$ cat config.mk
export PLATFORM = sky130hd
export DESIGN_NAME = data_memory_arbiter
export DESIGN_NICKNAME = d
export VERILOG_FILES = /design/src/rtl/mem_arb_pkg.sv /design/src/rtl/mem_wait_counter.sv /design/src/rtl/data_memory_arbiter.sv
export SDC_FILE = /design/constraint.sdc
export NUM_CORES = 1
export LEC_CHECK = 0
export BUFFER_PORTS_ARGS = -buffer_cell sky130_fd_sc_hd__buf_4
export CAP_MARGIN = 20
export CORE_MARGIN = 2
export CORE_UTILIZATION = 30
export CTS_CLUSTER_DIAMETER = 120
export DETAILED_ROUTE_END_ITERATION = 7
export PLACE_DENSITY_LB_ADDON = 0.15
export SLEW_MARGIN = 20
export SYNTH_ARGS = -nofsm -noshare
export SYNTH_HDL_FRONTEND = slang
export SYNTH_HIERARCHICAL = 1
export SYNTH_SLANG_ARGS = --single-unit
$ cat constraint.sdc
create_clock -name clk -period 4.3 [get_ports clk]
set_input_delay 0.86 -clock clk [delete_from_list [all_inputs] [get_ports clk]]
set_output_delay 0.86 -clock clk [all_outputs]
set_load 0.1 [all_outputs]
$ cat src/rtl/mem_arb_pkg.sv
// Shared types and constants for the data memory arbiter:
// FSM state encoding, grant-owner values and default timing.
package mem_arb_pkg;

    typedef enum logic [1:0] {
        IDLE     = 2'd0,
        PIPE_ACC = 2'd1,
        DMA_ACC  = 2'd2
    } arb_state_e;

    localparam logic GRANT_PIPE = 1'b0;
    localparam logic GRANT_DMA  = 1'b1;

    localparam int unsigned DEFAULT_WAIT_CYCLES = 2;
    localparam int unsigned DEFAULT_CNT_WIDTH   = 4;
    localparam int unsigned FREEZE_CNT_WIDTH    = 32;
    localparam int unsigned DMA_GRANT_CNT_WIDTH = 16;

endpackage

$ cat src/rtl/mem_wait_counter.sv
// Wait-cycle counter for one memory access: loads on grant,
// counts down while the access is active, flags zero.
module mem_wait_counter #(
    parameter int unsigned CNT_WIDTH = 4
) (
    input  logic                 clk,
    input  logic                 reset,
    input  logic                 load_i,
    input  logic                 dec_i,
    input  logic [CNT_WIDTH-1:0] load_value_i,
    output logic                 zero_o
);

    logic [CNT_WIDTH-1:0] cnt_q;

    always_ff @(posedge clk) begin
        if (reset) begin
            cnt_q <= '0;
        end else if (load_i) begin
            cnt_q <= load_value_i;
        end else if (dec_i && (cnt_q != '0)) begin
            cnt_q <= cnt_q - CNT_WIDTH'(1);
        end
    end

    assign zero_o = (cnt_q == '0);

endmodule

$ cat src/rtl/data_memory_arbiter.sv
// Shares data_memory between the pipeline MEM stage and a DMA/debug port,
// freezing the pipeline until its own access completes.
// Optional performance counters are enabled with `define ARB_PERF_COUNT_EN.
module data_memory_arbiter
    import mem_arb_pkg::*;
#(
    parameter int unsigned DATA_WIDTH  = 32,
    parameter int unsigned WAIT_CYCLES = DEFAULT_WAIT_CYCLES,
    parameter int unsigned CNT_WIDTH   = DEFAULT_CNT_WIDTH
) (
    input  logic                  clk,
    input  logic                  reset,
    input  logic                  i_Sig_Memory_Read_Enable,
    input  logic                  i_Sig_Memory_Write_Enable,
    input  logic [DATA_WIDTH-1:0] i_Pipe_Address,
    input  logic [DATA_WIDTH-1:0] i_Pipe_Write_Data,
    output logic [DATA_WIDTH-1:0] o_Pipe_Read_Data,
    output logic                  o_Pipe_Done,
    output logic                  o_Freeze,
    input  logic                  i_Dma_Request,
    input  logic                  i_Dma_Write,
    input  logic [DATA_WIDTH-1:0] i_Dma_Address,
    input  logic [DATA_WIDTH-1:0] i_Dma_Write_Data,
    output logic [DATA_WIDTH-1:0] o_Dma_Read_Data,
    output logic                  o_Dma_Done,
    output logic                  o_Mem_Read_Enable,
    output logic                  o_Mem_Write_Enable,
    output logic [DATA_WIDTH-1:0] o_Mem_Address,
    output logic [DATA_WIDTH-1:0] o_Mem_Write_Data,
    input  logic [DATA_WIDTH-1:0] i_Mem_Read_Data
`ifdef ARB_PERF_COUNT_EN
    ,
    output logic [FREEZE_CNT_WIDTH-1:0]    o_Freeze_Cycles,
    output logic [DMA_GRANT_CNT_WIDTH-1:0] o_Dma_Grants
`endif
);

    arb_state_e            state_q, state_d;
    logic                  last_grant_q, last_grant_d;
    logic [DATA_WIDTH-1:0] addr_q, addr_d;
    logic [DATA_WIDTH-1:0] wdata_q, wdata_d;
    logic                  write_q, write_d;
    logic                  cnt_load, cnt_dec, cnt_zero;
    logic                  pipe_req, acc_active;

    assign pipe_req = i_Sig_Memory_Read_Enable | i_Sig_Memory_Write_Enable;

    mem_wait_counter #(
        .CNT_WIDTH (CNT_WIDTH)
    ) u_wait_counter (
        .clk          (clk),
        .reset        (reset),
        .load_i       (cnt_load),
        .dec_i        (cnt_dec),
        .load_value_i (CNT_WIDTH'(WAIT_CYCLES)),
        .zero_o       (cnt_zero)
    );

    always_ff @(posedge clk) begin
        if (reset) begin
            state_q      <= IDLE;
            last_grant_q <= GRANT_DMA;
            addr_q       <= '0;
            wdata_q      <= '0;
            write_q      <= 1'b0;
        end else begin
            state_q      <= state_d;
            last_grant_q <= last_grant_d;
            addr_q       <= addr_d;
            wdata_q      <= wdata_d;
            write_q      <= write_d;
        end
    end

    // Round-robin grant in IDLE; ACC runs until the wait counter reaches zero.
    always_comb begin
        state_d      = state_q;
        last_grant_d = last_grant_q;
        addr_d       = addr_q;
        wdata_d      = wdata_q;
        write_d      = write_q;
        cnt_load     = 1'b0;
        cnt_dec      = 1'b0;
        case (state_q)
            IDLE: begin
                if (pipe_req && (!i_Dma_Request || (last_grant_q == GRANT_DMA))) begin
                    state_d      = PIPE_ACC;
                    last_grant_d = GRANT_PIPE;
                    addr_d       = i_Pipe_Address;
                    wdata_d      = i_Pipe_Write_Data;
                    write_d      = i_Sig_Memory_Write_Enable;
                    cnt_load     = 1'b1;
                end else if (i_Dma_Request) begin
                    state_d      = DMA_ACC;
                    last_grant_d = GRANT_DMA;
                    addr_d       = i_Dma_Address;
                    wdata_d      = i_Dma_Write_Data;
                    write_d      = i_Dma_Write;
                    cnt_load     = 1'b1;
                end
            end
            PIPE_ACC, DMA_ACC: begin
                cnt_dec = 1'b1;
                if (cnt_zero) begin
                    state_d = IDLE;
                end
            end
            default: state_d = IDLE;
        endcase
    end

    // Reset masks the memory side immediately so an aborted access never writes.
    assign acc_active = !reset && ((state_q == PIPE_ACC) || (state_q == DMA_ACC));

    assign o_Mem_Address      = acc_active ? addr_q  : '0;
    assign o_Mem_Write_Data   = acc_active ? wdata_q : '0;
    assign o_Mem_Read_Enable  = acc_active && !write_q;
    assign o_Mem_Write_Enable = acc_active && write_q && cnt_zero;

    assign o_Pipe_Done      = acc_active && cnt_zero && (state_q == PIPE_ACC);
    assign o_Dma_Done       = acc_active && cnt_zero && (state_q == DMA_ACC);
    assign o_Pipe_Read_Data = o_Pipe_Done ? i_Mem_Read_Data : '0;
    assign o_Dma_Read_Data  = o_Dma_Done  ? i_Mem_Read_Data : '0;
    assign o_Freeze         = pipe_req && !o_Pipe_Done;

`ifdef ARB_PERF_COUNT_EN
    logic [FREEZE_CNT_WIDTH-1:0]    freeze_cycles_q;
    logic [DMA_GRANT_CNT_WIDTH-1:0] dma_grants_q;

    // Saturating statistics counters.
    always_ff @(posedge clk) begin
        if (reset) begin
            freeze_cycles_q <= '0;
            dma_grants_q    <= '0;
        end else begin
            if (o_Freeze && (freeze_cycles_q != '1)) begin
                freeze_cycles_q <= freeze_cycles_q + FREEZE_CNT_WIDTH'(1);
            end
            if ((state_q == IDLE) && (state_d == DMA_ACC) && (dma_grants_q != '1)) begin
                dma_grants_q <= dma_grants_q + DMA_GRANT_CNT_WIDTH'(1);
            end
        end
    end

    assign o_Freeze_Cycles = freeze_cycles_q;
    assign o_Dma_Grants    = dma_grants_q;
`endif

endmodule

==> flow_metrics.env, run 1 <==
export IMPL_synth_xor_area_share_pct=0
export IMPL_ys_seq_area_share_pct=33.4
export IMPL_cts_sinks=72
export IMPL_cellPowerDensity_nw_per_um2=512
export IMPL_unrepaired_setup_endpoints_after_global_routing="no"
export IMPL_antenna_cells_inserted=0
export IMPL_htree_num_levels=3
export IMPL_worstHoldPathType="reg -> reg"
export IMPL_relSlewSlack_pct=39.4
export IMPL_postLayoutCoreUtil_pct=49.4
export IMPL_pwr_share_clk_pct=20.8
export IMPL_die_y_um=124
export IMPL_postSynthAreaPerCell_um2=7.42
export IMPL_io_buffers=298
export IMPL_timing_critical_path_from="state_q[0]"
export IMPL_drt_iter0_drc=292
export IMPL_setup_worst_path_class="reg -> out"
export IMPL_run_status="finished, final reports clean"
export IMPL_design_power_total_mw=3.52
export IMPL_synthMuxAreaShare_pct=0.232
export IMPL_detail_route_drc_violations=0
export IMPL_core_rowCount=43
export IMPL_grt_pass1_wl_um=26000
export IMPL_p_int_mw=1.81
export IMPL_tightestPinTransition_ns=0.909
export IMPL_regToRegEndpoint="last_grant_q"
export IMPL_grt_antenna_before_repair=0
export IMPL_hold_worst_slack_ns=0.461
export IMPL_synth_compound_area_share_pct=12.5
export IMPL_cts_buffers_inserted=9
export IMPL_yosys_area_share_adder_pct=1.16
export IMPL_postCtsSetupRepairBufs=0
export IMPL_ctsRootBufferMaster="sky130_fd_sc_hd__clkbuf_16"
export IMPL_p_sw_share_pct=48.5
export IMPL_required_ns=3.44
export IMPL_ant_nets=0
export IMPL_post_route_cells_drive_above_1_share_pct=39.8
export IMPL_total_detailed_routing_wirelength_um=18000
export IMPL_final_layout_net_count=1007
export IMPL_regToRegStartpoint="state_q[1]"
export IMPL_firstDrtPassIters=5
export IMPL_p_switching_mw=1.71
export IMPL_tritoncts="built"
export IMPL_clock_skew_final_ns=0.0100
export IMPL_core_area_um2=13900
export IMPL_finalSetupViolCount=0
export IMPL_cts_hold_repair_buffers=0
export IMPL_synthSimpleGateAreaFrac_pct=44.9
export IMPL_worstSetupEndpoint="o_Dma_Read_Data[26]"
export IMPL_post_dp_hpwl_um=12900
export IMPL_netlist_cell_type_count=37
export IMPL_fmax_mhz=258
export IMPL_power_frac_seq_pct=26.6
export IMPL_floorplan_die_area_um2=15300
export IMPL_fin_crit_sh_pct=90.1
export IMPL_regToRegSetupSlack_ns=1.86
export IMPL_r2r_worst_path_cells=6
export IMPL_period_minus_slack_ns=3.87
export IMPL_syn_instance_count=581
export IMPL_timing_setup_tns_ns=0
export IMPL_cts_repair_resize_count=0
export IMPL_max_cap_violations=0
export IMPL_maximum_number_of_pins_on_one_net_before_global_route_repair=77
export IMPL_ys_warn_count=6
export IMPL_ioPinCount=299
export IMPL_type_of_element_capturing_the_critical_path="output pin"
export IMPL_count_of_placed_standard_cells_including_taps=1006
export IMPL_initial_util_pct=30.9
export IMPL_comb_power_share_pct=52.7
export IMPL_synth_seq_cells=72
export IMPL_grt_pass1_vias=5024
export IMPL_count_of_pins_over_their_slew_limit=0
export IMPL_ir_drop_v=0.000300
export IMPL_global_route_usage_total_pct=22.0
export IMPL_max_clock_path_buffers=2
export IMPL_routed_via_count=5359
export IMPL_avgViaCountPerCell=5.25
export IMPL_critical_path_arrival_ns=3.01
export IMPL_cellLeakagePower_nw=3.15
export IMPL_timing_hold_violations_final=0
export IMPL_worstPathMaxFanout=37
export IMPL_start_kind="flip-flop"
export IMPL_synth_top_family_by_area="simple AND/OR/NAND/NOR gates"
export IMPL_clk_pin_slew_ns=0.05
export IMPL_netlist_top_cells_area="sky130_fd_sc_hd__dfxtp_1, sky130_fd_sc_hd__and2_1, sky130_fd_sc_hd__a31oi_1"
export IMPL_drt_wirelength_per_cell_um=17.7
export IMPL_finalWeightedCongestion=0.824
export IMPL_cell_taking_the_most_area_after_synthesis="sky130_fd_sc_hd__dfxtp_1"
export IMPL_syn_area_um2=4310
export IMPL_die_width_um=124
export IMPL_post_synth_top_area_fraction_pct=33.4
export IMPL_area_growth_pct=59.6
export IMPL_final_instance_count_excl_fill=1021
export IMPL_gr_total_overflow=0
export IMPL_clkLatencyLatePin_ns=0.33
-- synthesized netlist by cell type --
cell	n
sky130_fd_sc_hd__a2111oi_4	1
sky130_fd_sc_hd__a211oi_1	1
sky130_fd_sc_hd__a21o_1	1
sky130_fd_sc_hd__a21oi_1	2
sky130_fd_sc_hd__a221o_1	1
sky130_fd_sc_hd__a311o_1	1
sky130_fd_sc_hd__a311oi_1	2
sky130_fd_sc_hd__a31oi_1	64
sky130_fd_sc_hd__a32oi_1	1
sky130_fd_sc_hd__and2_1	129
sky130_fd_sc_hd__and3_1	3
sky130_fd_sc_hd__buf_1	3
sky130_fd_sc_hd__buf_2	25
sky130_fd_sc_hd__buf_4	6
sky130_fd_sc_hd__clkbuf_1	32
sky130_fd_sc_hd__conb_1	2
sky130_fd_sc_hd__dfxtp_1	72
sky130_fd_sc_hd__ha_1	4
sky130_fd_sc_hd__inv_1	7
sky130_fd_sc_hd__mux2i_1	1
sky130_fd_sc_hd__nand2_1	68
sky130_fd_sc_hd__nand2b_1	2
sky130_fd_sc_hd__nand3_1	67
sky130_fd_sc_hd__nand4_1	64
sky130_fd_sc_hd__nand4b_1	1
sky130_fd_sc_hd__nor2_1	7
sky130_fd_sc_hd__nor2b_1	2
sky130_fd_sc_hd__nor2b_2	1
sky130_fd_sc_hd__nor3_1	2
sky130_fd_sc_hd__nor4b_2	1
sky130_fd_sc_hd__o21ai_0	1
sky130_fd_sc_hd__o21ai_1	1
sky130_fd_sc_hd__o31ai_2	1
sky130_fd_sc_hd__o32ai_1	2
sky130_fd_sc_hd__or2_1	1
sky130_fd_sc_hd__or2_2	1
sky130_fd_sc_hd__or3b_4	1
-- worst max-delay path, stage by stage, from the launching register on --
cell                      delay (ns)
sky130_fd_sc_hd__dfxtp_1        0.36
sky130_fd_sc_hd__inv_1          0.07
sky130_fd_sc_hd__ha_2           0.42
sky130_fd_sc_hd__nor2b_4        0.20
sky130_fd_sc_hd__buf_4          0.33
sky130_fd_sc_hd__and3_1         0.78
sky130_fd_sc_hd__and2_1         0.23
sky130_fd_sc_hd__buf_4          0.29
-- metrics by stage --
| stage | cell area [um^2] | setup WS [ns] |
|---|---|---|
| finish | 6880 | 0.425 |
| floorplan | 4320 | 0.434 |
| CTS | 6880 | 0.405 |
| global route | 6880 | 0.179 |
| global placement | 6590 | 0.839 |
| detailed placement | 6590 | 0.672 |
-- state kept, by name, indices dropped and copies added (netlist names) --
name,cells
addr_q,32
last_grant_q,1
state_q,2
u_wait_counter/cnt_q,4
wdata_q,32
write_q,1
-- layout by cell type (no fill, tap or decap), types with 2 or more instances in the layout --
| cell type | count |
|---|---|
| sky130_fd_sc_hd__nand2_1 | 68 |
| sky130_fd_sc_hd__and3_1 | 3 |
| sky130_fd_sc_hd__or2_2 | 2 |
| sky130_fd_sc_hd__dfxtp_1 | 72 |
| sky130_fd_sc_hd__nor3_1 | 2 |
| sky130_fd_sc_hd__ha_1 | 3 |
| sky130_fd_sc_hd__clkbuf_16 | 9 |
| sky130_fd_sc_hd__o32ai_1 | 2 |
| sky130_fd_sc_hd__conb_1 | 4 |
| sky130_fd_sc_hd__clkinv_2 | 3 |
| sky130_fd_sc_hd__nor2b_1 | 2 |
| sky130_fd_sc_hd__buf_4 | 309 |
| sky130_fd_sc_hd__nand4_1 | 64 |
| sky130_fd_sc_hd__nor2_1 | 7 |
| sky130_fd_sc_hd__and2_1 | 128 |
| sky130_fd_sc_hd__a311oi_1 | 2 |
| sky130_fd_sc_hd__nand3_1 | 67 |
| sky130_fd_sc_hd__a21oi_1 | 2 |
| sky130_fd_sc_hd__inv_1 | 7 |
| sky130_fd_sc_hd__a31oi_1 | 64 |
-- how the worst min path moves through the flow --
stage / from / endpoint / slack [ns] / cells after the start
5_1_grt: addr_q[13] / addr_q[13] / 0.48 / 2
3_5_place_dp: wdata_q[12] / wdata_q[12] / 0.46 / 2
2_1_floorplan: addr_q[0] / addr_q[0] / 0.44 / 2
6_report: addr_q[10] / addr_q[10] / 0.46 / 2
3_3_place_gp: wdata_q[11] / wdata_q[11] / 0.45 / 2
4_1_cts: wdata_q[12] / wdata_q[12] / 0.46 / 2
-- layout make-up --
| type | count | area, um^2 |
|---|---|---|
| fill | 1387 | 7060 |
| multi-input combinational | 438 | 2580 |
| timing repair buffer | 309 | 2320 |
| sequential | 72 | 1440 |
| clock buffer | 9 | 225 |
| tap | 180 | 225 |
| clock inverter | 6 | 61.3 |
| inverter | 7 | 26.3 |
-- cell families after synthesis --
logic type / count (synthesis)
compound gates: 79
fa+ha+maj: 4
mux: 1
flops: 72
simple gates: 350
other cells: 2
buf+inv: 73
-- routing by layer --
metal  global-route usage, %  vias up  wire length [um]  share of wire, %
li1                        -     2567                 -                 -
met1                    24.5     2525              6740                37
met2                    41.2      241              9400                52
met3                    4.08       26              1460               8.1
met4                    8.45        0               458               2.5
met5                       0        -                 0                 0
-- power by group through the flow --
stage / sequential (mW) / clock (mW) / combinational, mW
finish: 0.935 / 0.731 / 1.85
detailed placement: 0.945 / 0 / 1.85
global placement: 0.939 / 0 / 1.84
CTS: 0.934 / 0.747 / 1.86
global route: 0.957 / 0.783 / 1.99
floorplan: 0.921 / 0 / 1.40
Power figures use the tool's default switching activity.
==> inputs of run 2 (changes only) <==
--- a/config.mk
+++ b/config.mk
@@ -5,12 +5,12 @@
 export SDC_FILE = /design/constraint.sdc
 export NUM_CORES = 1
 export LEC_CHECK = 0
-export BUFFER_PORTS_ARGS = -buffer_cell sky130_fd_sc_hd__buf_4
+export BUFFER_PORTS_ARGS = -buffer_cell sky130_fd_sc_hd__buf_2
 export CAP_MARGIN = 20
-export CORE_MARGIN = 2
-export CORE_UTILIZATION = 30
+export CORE_AREA = 2 2 117 119
 export CTS_CLUSTER_DIAMETER = 120
 export DETAILED_ROUTE_END_ITERATION = 7
+export DIE_AREA = 0 0 119 121
 export PLACE_DENSITY_LB_ADDON = 0.15
 export SLEW_MARGIN = 20
 export SYNTH_ARGS = -nofsm -noshare
==> flow_metrics.env, run 2 (synthesis results as in run 1) <==
export IMPL_run_status="finished, final reports clean"
export IMPL_area_growth_pct=65.0
export IMPL_max_cap_violations=0
export IMPL_clk_pin_slew_ns=0.06
export IMPL_worstPathMaxFanout=34
export IMPL_grt_pass1_wl_um=28000
export IMPL_total_detailed_routing_wirelength_um=18400
export IMPL_num_fill_cells=1229
export IMPL_postCtsSetupRepairBufs=0
export IMPL_core_area_um2=13100
export IMPL_fin_crit_sh_pct=83.7
export IMPL_mostFrequentLayoutCells="sky130_fd_sc_hd__buf_2, sky130_fd_sc_hd__and2_1, sky130_fd_sc_hd__dfxtp_1, sky130_fd_sc_hd__nand2_1"
export IMPL_post_route_cells_drive_above_1_share_pct=39.6
export IMPL_timing_setup_tns_ns=0
export IMPL_unrepaired_setup_endpoints_after_global_routing="no"
export IMPL_die_y_um=121
export IMPL_drt_iter0_drc=396
export IMPL_antenna_cells_inserted=0
export IMPL_routed_via_count=5440
export IMPL_maximum_number_of_pins_on_one_net_before_global_route_repair=77
export IMPL_final_instance_count_excl_fill=1016
export IMPL_clock_skew_final_ns=0.00656
export IMPL_worstHoldPathType="reg -> reg"
export IMPL_cellLeakagePower_nw=3.18
export IMPL_max_clock_path_buffers=2
export IMPL_finalWeightedCongestion=0.948
export IMPL_htree_num_levels=3
export IMPL_cts_hold_repair_buffers=0
export IMPL_seq_area_um2=1440
export IMPL_cts_repair_resize_count=0
export IMPL_floorplan_die_area_um2=14400
export IMPL_start_kind="flip-flop"
export IMPL_initial_util_pct=32.9
export IMPL_postLayoutCoreUtil_pct=54.3
export IMPL_tightestPinTransition_ns=0.939
export IMPL_ir_drop_v=0.000329
export IMPL_grt_antenna_before_repair=1
export IMPL_cts_sinks=72
export IMPL_final_common_cell="sky130_fd_sc_hd__buf_2"
export IMPL_cts_buffers_inserted=9
export IMPL_count_of_placed_standard_cells_including_taps=1000
export IMPL_die_width_um=119
export IMPL_cellPowerDensity_nw_per_um2=482
export IMPL_grt_pass1_vias=5021
export IMPL_timing_hold_violations_final=0
export IMPL_setup_worst_path_class="reg -> out"
export IMPL_biggestRegsByFlops="addr_q x32, wdata_q x32, u_wait_counter/cnt_q x4"
export IMPL_core_rowCount=42
export IMPL_ioPinCount=299
export IMPL_firstDrtPassIters=5
export IMPL_finalSetupViolCount=0
export IMPL_io_buffers=298
export IMPL_type_of_element_capturing_the_critical_path="output pin"
export IMPL_count_of_pins_over_their_slew_limit=0
export IMPL_fmax_mhz=278
export IMPL_post_dp_hpwl_um=13500
export IMPL_drt_wirelength_per_cell_um=18.1
export IMPL_multiInputGateArea_um2=2580
export IMPL_period_minus_slack_ns=3.60
export IMPL_required_ns=3.44
export IMPL_final_layout_net_count=1005
export IMPL_detail_route_drc_violations=0
export IMPL_global_route_usage_total_pct=24.5
export IMPL_ctsRootBufferMaster="sky130_fd_sc_hd__clkbuf_16"
export IMPL_avgViaCountPerCell=5.35
export IMPL_clkLatencyLatePin_ns=0.33
export IMPL_relSlewSlack_pct=37.2
export IMPL_tritoncts="built"
export IMPL_ant_nets=0
export IMPL_critical_path_arrival_ns=2.74
export IMPL_gr_total_overflow=0
run 2: worst max-delay path: stages (launching register included):
cell and delay [ns]:
sky130_fd_sc_hd__dfxtp_1 0.32, sky130_fd_sc_hd__inv_1 0.12, sky130_fd_sc_hd__ha_1 0.22, sky130_fd_sc_hd__or3b_4 0.44, sky130_fd_sc_hd__inv_1 0.11, sky130_fd_sc_hd__and3_1 0.71, sky130_fd_sc_hd__and2_1 0.29, sky130_fd_sc_hd__buf_12 0.19
run 2: cell type report:
class / instances / area share (%)
multi-input combinational: 438 / 36.3
inverter: 7 / 0.370
timing repair buffer: 307 / 36.1
sequential: 72 / 20.3
clock inverter: 6 / 0.633
tap: 176 / 3.10
clock buffer: 10 / 3.22
run 2: per-stage QoR:
step	hold slack, ns	power [mW]	setup slack (ns)	instance area (um^2)
2_1_floorplan	0.442	2.32	0.434	4320
3_3_place_gp	0.450	2.71	1.11	6830
3_5_place_dp	0.454	2.74	1.06	6840
4_1_cts	0.463	3.44	0.702	7110
5_1_grt	0.478	3.62	0.463	7110
6_report	0.460	3.42	0.703	7110
run 2: final timing paths:
path / slack [ns] / to / startpoint / cells after the start
setup / recovery: 0.70 / o_Pipe_Read_Data[11] / u_wait_counter/cnt_q[1] / 7
hold / removal: 0.46 / addr_q[25] / addr_q[25] / 2
setup reg to reg: 1.88 / u_wait_counter/cnt_q[1] / state_q[0] / 8
hold reg to reg: 0.46 / addr_q[25] / addr_q[25] / 2
run 2: routing by layer:
layer  track usage, %  part of all wire, %  vias to the layer above
li1                 -                    -                     2556
met1             27.8                   36                     2571
met2             44.9                   53                      285
met3             6.34                  8.4                       26
met4             7.29                  2.1                        2
met5                0                0.071                        -
run 2: report_power, final:
| part | leakage, nW | switching [mW] | internal [mW] |
|---|---|---|---|
| clock | 0.130 | 0.297 | 0.393 |
| combinational | 2.46 | 1.33 | 0.473 |
| sequential | 0.595 | 0.0871 | 0.848 |
